===== src/rtl/user_data_handshake_tx.sv =====
// Source side of a 4-phase req/ack handshake carrying one user data word into another
// clock domain; the returning acknowledge is synchronized locally before use.
module user_data_handshake_tx #(
    parameter int unsigned DATA_WIDTH     = 8,
    parameter int unsigned SYNC_STAGES    = 2,
    parameter int unsigned TIMEOUT_CYCLES = 1024
) (
    input  logic                  clk_i,
    input  logic                  rst_i,
    input  logic [DATA_WIDTH-1:0] user_data_i,
    input  logic                  user_data_val_i,
    output logic                  user_data_rdy_o,
    output logic [DATA_WIDTH-1:0] user_data_tx_o,
    output logic                  req_user_data_tx_o,
    input  logic                  ack_user_data_rx_i,
    output logic                  busy_o,
    output logic                  timeout_o
);

    localparam bit          TO_EN      = (TIMEOUT_CYCLES != 0);
    localparam int unsigned CNT_W      = TO_EN ? $clog2(TIMEOUT_CYCLES + 1) : 1;
    localparam int unsigned CNT_LAST_I = TO_EN ? TIMEOUT_CYCLES - 1 : 0;
    localparam logic [CNT_W-1:0] CNT_LAST = CNT_W'(CNT_LAST_I);
    localparam logic [CNT_W-1:0] CNT_ONE  = CNT_W'(1);

    typedef enum logic [1:0] {
        IDLE,
        REQ,
        WAIT_LOW
    } state_t;

    state_t                  state_q, state_d;
    logic [SYNC_STAGES-1:0]  ack_sync_q;
    logic                    ack_s;
    logic [DATA_WIDTH-1:0]   data_q, data_d;
    logic                    req_q, req_d;
    logic                    timeout_q, timeout_d;
    logic [CNT_W-1:0]        cnt_q, cnt_d;

    assign ack_s = ack_sync_q[SYNC_STAGES-1];

    always_ff @(posedge clk_i or posedge rst_i) begin
        if (rst_i) begin
            ack_sync_q <= '0;
        end else begin
            ack_sync_q <= {ack_sync_q[SYNC_STAGES-2:0], ack_user_data_rx_i};
        end
    end

    always_ff @(posedge clk_i or posedge rst_i) begin
        if (rst_i) begin
            state_q   <= IDLE;
            data_q    <= '0;
            req_q     <= 1'b0;
            timeout_q <= 1'b0;
            cnt_q     <= '0;
        end else begin
            state_q   <= state_d;
            data_q    <= data_d;
            req_q     <= req_d;
            timeout_q <= timeout_d;
            cnt_q     <= cnt_d;
        end
    end

    always_comb begin
        state_d   = state_q;
        data_d    = data_q;
        req_d     = req_q;
        timeout_d = 1'b0;
        cnt_d     = cnt_q;
        case (state_q)
            IDLE: begin
                if (user_data_val_i) begin
                    data_d  = user_data_i;
                    req_d   = 1'b1;
                    cnt_d   = '0;
                    state_d = REQ;
                end
            end
            REQ: begin
                // A synchronized ack always wins over an expiring timeout.
                if (ack_s) begin
                    req_d   = 1'b0;
                    state_d = WAIT_LOW;
                end else if (TO_EN && (cnt_q == CNT_LAST)) begin
                    req_d     = 1'b0;
                    timeout_d = 1'b1;
                    state_d   = WAIT_LOW;
                end else if (cnt_q != '1) begin
                    cnt_d = cnt_q + CNT_ONE;
                end
            end
            WAIT_LOW: begin
                if (!ack_s) begin
                    state_d = IDLE;
                end
            end
            default: begin
                req_d   = 1'b0;
                state_d = IDLE;
            end
        endcase
        if (!TO_EN) begin
            cnt_d = '0;
        end
    end

    assign user_data_rdy_o    = (state_q == IDLE);
    assign busy_o             = (state_q != IDLE);
    assign user_data_tx_o     = data_q;
    assign req_user_data_tx_o = req_q;
    assign timeout_o          = timeout_q;

endmodule


===== config.mk =====
export PLATFORM = sky130hd
export DESIGN_NAME = user_data_handshake_tx
export DESIGN_NICKNAME = d
export VERILOG_FILES = /design/src/rtl/user_data_handshake_tx.sv
export SDC_FILE = /design/constraint.sdc
export NUM_CORES = 1
export LEC_CHECK = 0
export ABC_AREA = 1
export ABC_CLOCK_PERIOD_IN_PS = 2900
export CAP_MARGIN = 20
export CORE_AREA = 2 2 50 52
export CTS_BUF_LIST = sky130_fd_sc_hd__clkbuf_4
export DETAILED_ROUTE_END_ITERATION = 10
export DIE_AREA = 0 0 52 54
export PLACE_DENSITY_LB_ADDON = 0.08
export SYNTH_ARGS = -nofsm -noshare
export SYNTH_HDL_FRONTEND = slang
export SYNTH_SLANG_ARGS = --single-unit

===== constraint.sdc =====
create_clock -name clk_i -period 2.9 [get_ports clk_i]
set_input_delay 0.58 -clock clk_i [delete_from_list [all_inputs] [get_ports clk_i]]
set_output_delay 0.58 -clock clk_i [all_outputs]
set_load 0.02 [all_outputs]

==> impl_summary.log <==
[metrics] worst min-delay path category: reg -> reg
[metrics] Max Cap Viol: 0
[metrics] total global routing overflow: 0
[metrics] area share of the largest cell type after synthesis: 50.9%
[metrics] final number of setup-violating endpoints: 0
[metrics] net count after synthesis: 154
[metrics] Mapped Cells: 141
[metrics] final net count: 180
[metrics] Placed Instance Area: 0.00148 mm²
[metrics] highest cell delay on the worst timing path: 620 ps
[metrics] Arr. time, crit path: 1520 ps
[metrics] global-route wire length before repair: 3.97 mm
[metrics] storage element area: 626 µm²
[metrics] area used by multi-input combinational logic: 524 µm²
[metrics] unrepaired setup endpoints after global routing: no
[metrics] clock buffer depth: 2
[metrics] H-tree levels: 1
[metrics] CTS tree: built
[metrics] setup bufs post-CTS: 0
[metrics] maximum number of pins on one net before global-route repair: 21
[metrics] LEAKAGE: 0.694 nW
[metrics] register clock-pin slew on the reported worst setup and hold paths: 140 ps
[metrics] worst supply voltage drop on vdd: 650 µV
[metrics] remaining antenna violation count: 0
[metrics] run status: finished clean
[metrics] CP max-delay cell: clkdlybuf4s50_1
[metrics] number of remaining DRC errors: 0
[metrics] number of fill cells: 193
[metrics] reg2reg start: cnt_q[1]
[metrics] total of flip-flops plus latches after synthesis: 25
[metrics] leading area contributor after synthesis: dfrtp_1
[metrics] Comb power frac: 46.7%
[metrics] largest delay contributor family on the critical path: buffers and inverters
[metrics] Max-slew headroom: 70.7%
[metrics] M1 WL: 1.06 mm
[metrics] worst r2r dst: cnt_q[2]
[metrics] number of hold buffers added after CTS: 0
[metrics] Pre-antenna DRT Iters: 4
[metrics] instance count after placement with tap cells included: 192
[metrics] post-layout instance area: 0.00151 mm²
[metrics] unique cell type count in the Yosys netlist: 23
[metrics] # rows: 18
[metrics] ordered cell list for the critical path: nor2_2, clkdlybuf4s50_1
[metrics] number of CTS-inserted buffers: 3
[metrics] Switching Power: 474 µW
[metrics] hpwl dp: 1.71 mm
[metrics] Top FF cell, synth: dfrtp_1
[metrics] area added between synthesis and finish: 22.7%
[metrics] share of total power consumed by net switching: 38.8%
[metrics] total of cells resized after clock tree synthesis: 0
[metrics] shortest period the worst path allows: 2100 ps
[metrics] total wirelength of the detailed-routed design: 2.28 mm
[metrics] Post-synth EDFFs: 0
[metrics] root cell of the clock tree: clkbuf_4
[metrics] Internal Power: 747 µW
[metrics] maximum fanout count along the critical path: 4
[metrics] Area contributors post-synth: dfrtp_1 (51%), nand2_1 (12%), mux2_2 (7.3%)
[metrics] count of input and output buffers: 23
[metrics] summed negative setup slack over all endpoints: 0 ps
[metrics] capture endpoint of the worst hold path: ack_sync_q[1]
[metrics] mean routed wirelength per cell: 11.6 µm
[metrics] initial antenna violation count: 0
[metrics] routed wire length on met3: 89 µm
[metrics] Detailed Route Iter0 Violations: 17
[metrics] Die X-Extent: 52 µm
[metrics] post-synthesis instance area: 0.00123 mm²
[metrics] Finished Layout Cells: 196
[metrics] post-synthesis area per instance: 8.71 µm²
[metrics] post-layout total power: 1.22 mW
[metrics] measured slew at the worst slew-check pin: 439 ps
[metrics] Setup CP Type: reg -> out
[metrics] clock latency of the later-clocked register in the worst-skew pair: 320 ps
[metrics] share of cells above drive strength 1: 15.7%
[metrics] CORE AREA: 0.00232 mm²
[metrics] die footprint: 0.00281 mm²
[metrics] global placement routability congestion: 0.827
[metrics] final count of pins violating max slew: 0
[metrics] antenna cells: 0
[metrics] total buffers and inverters traversed by the critical path: 1
[metrics] proportion of register bits with asynchronous set or reset after synthesis: 100%
[metrics] sink count of the clock tree: 25
[metrics] Synthesis Warnings: 0
[metrics] required arrival time at the worst endpoint: 2320 ps
[metrics] power density relative to cell area: 810 mW/mm²
[metrics] endpoint kind of the worst setup timing path: primary output
[metrics] HP Start: ack_sync_q[0]
[metrics] final hold slack: 367 ps
[metrics] Reg2Reg Depth: 7
[metrics] Register-to-Register Setup Slack: 1270 ps
[metrics] Worst Clk Skew: 5.37 ps
[metrics] sequential-to-total area share from yosys stat: 50.9%
[metrics] via density per instance: 4.91
[metrics] initial core utilization: 53.0%
[metrics] Total GRT Usage: 19.4%
[metrics] Met2 Routed Length: 1.10 mm
[metrics] highest metal used: met4
[metrics] count of vias placed by the detailed router: 963
[metrics] Period Utilization, post-route: 72.3%
[metrics] clock group share of total power: 12.7%
[metrics] chip height: 54 µm
[metrics] f_max: 0.477 GHz
[metrics] number of global-route vias before repair: 939
[metrics] io pins: 24
[metrics] count of endpoints failing hold in the final timing report: 0
[metrics] hold path depth: 0
[metrics] Flop pwr share: 40.5%
[metrics] startpoint types: flip-flop
==> area by class of cell <==
cell class | count | share of cell area [%]
inverters | 14 | 3.65
multi-input cells | 99 | 34.8
clock buffers | 3 | 1.49
flip-flops and latches | 25 | 41.5
clock inverters | 1 | 0.332
well taps | 30 | 2.49
repair buffers | 24 | 15.8
==> worst max-delay path by stage <==
stage                     cells after the start             from         endpoint
after floorplan                               2       state_q[0]           busy_o
after global placement                        6  user_data_val_i         cnt_q[9]
after detailed placement                      6  user_data_val_i         cnt_q[9]
after CTS                                     2       state_q[0]  user_data_rdy_o
after global routing                          2       state_q[0]  user_data_rdy_o
final                                         2       state_q[0]  user_data_rdy_o
==> metrics by stage <==
| step | util [%] | setup WS (ps) |
|---|---|---|
| floorplan | - | 1510 |
| global placement | 63.8 | 813 |
| detailed placement | 63.8 | 794 |
| CTS | 65.0 | 796 |
| global route | 65.0 | 751 |
| finish | 65.0 | 804 |
==> flip-flops by register name (all words and copies together), names as in the netlist <==
name / count
ack_sync_q: 2
cnt_q: 11
req_user_data_tx_o: 1
state_q: 2
timeout_o: 1
user_data_tx_o: 8
==> power by group through the flow <==
stage / Clock, mW / Sequential [mW] / Combinational [mW]
finish: 0.156 / 0.495 / 0.571
global route: 0.173 / 0.507 / 0.624
CTS: 0.162 / 0.495 / 0.577
detailed placement: 0 / 0.501 / 0.574
global placement: 0 / 0.496 / 0.567
floorplan: 0 / 0.574 / 0.292
==> cells in the final DEF (no fill, tap or decap), drive strengths merged <==
cell / instances
a21oi: 1
buf: 1
clkbuf: 3
clkdlybuf4s50: 23
clkinv: 1
dfrtp: 25
ha: 1
inv: 14
mux2: 8
nand2: 44
nand3: 16
nand3b: 1
nor2: 13
o21ai: 10
o21bai: 1
or2: 3
xor2: 1
==> synth_stat cells (2+ instances only) <==
library cell,count
nand2_1,40
dfrtp_1,25
nor2_1,9
mux2_2,8
nor2_2,3
inv_1,12
o21ai_0,2
nand3_1,16
or2_2,3
nand2_2,3
o21ai_1,8
==> routing by layer <==
layer	vias up	GRT usage, %
li1	500	-
met1	437	24.4
met2	22	33.3
met3	4	4.17
met4	0	6.58
met5	-	0
==> cells by family (layout without fill, tap and decap cells) <==
kind of cell               count (synthesis)  count (layout)  synth area share [%]
buffers and inverters                     17              42                  6.42
AOI/OAI and AO/OA                         12              12                  5.09
muxes                                      8               8                  7.33
DFF                                       25              25                  50.9
adders and majority gates                  1               1                  1.02
xor gates and xnor gates                   1               1                 0.713
and+or+nand+nor                           77              77                  28.5
Power figures use the tool's default switching activity.
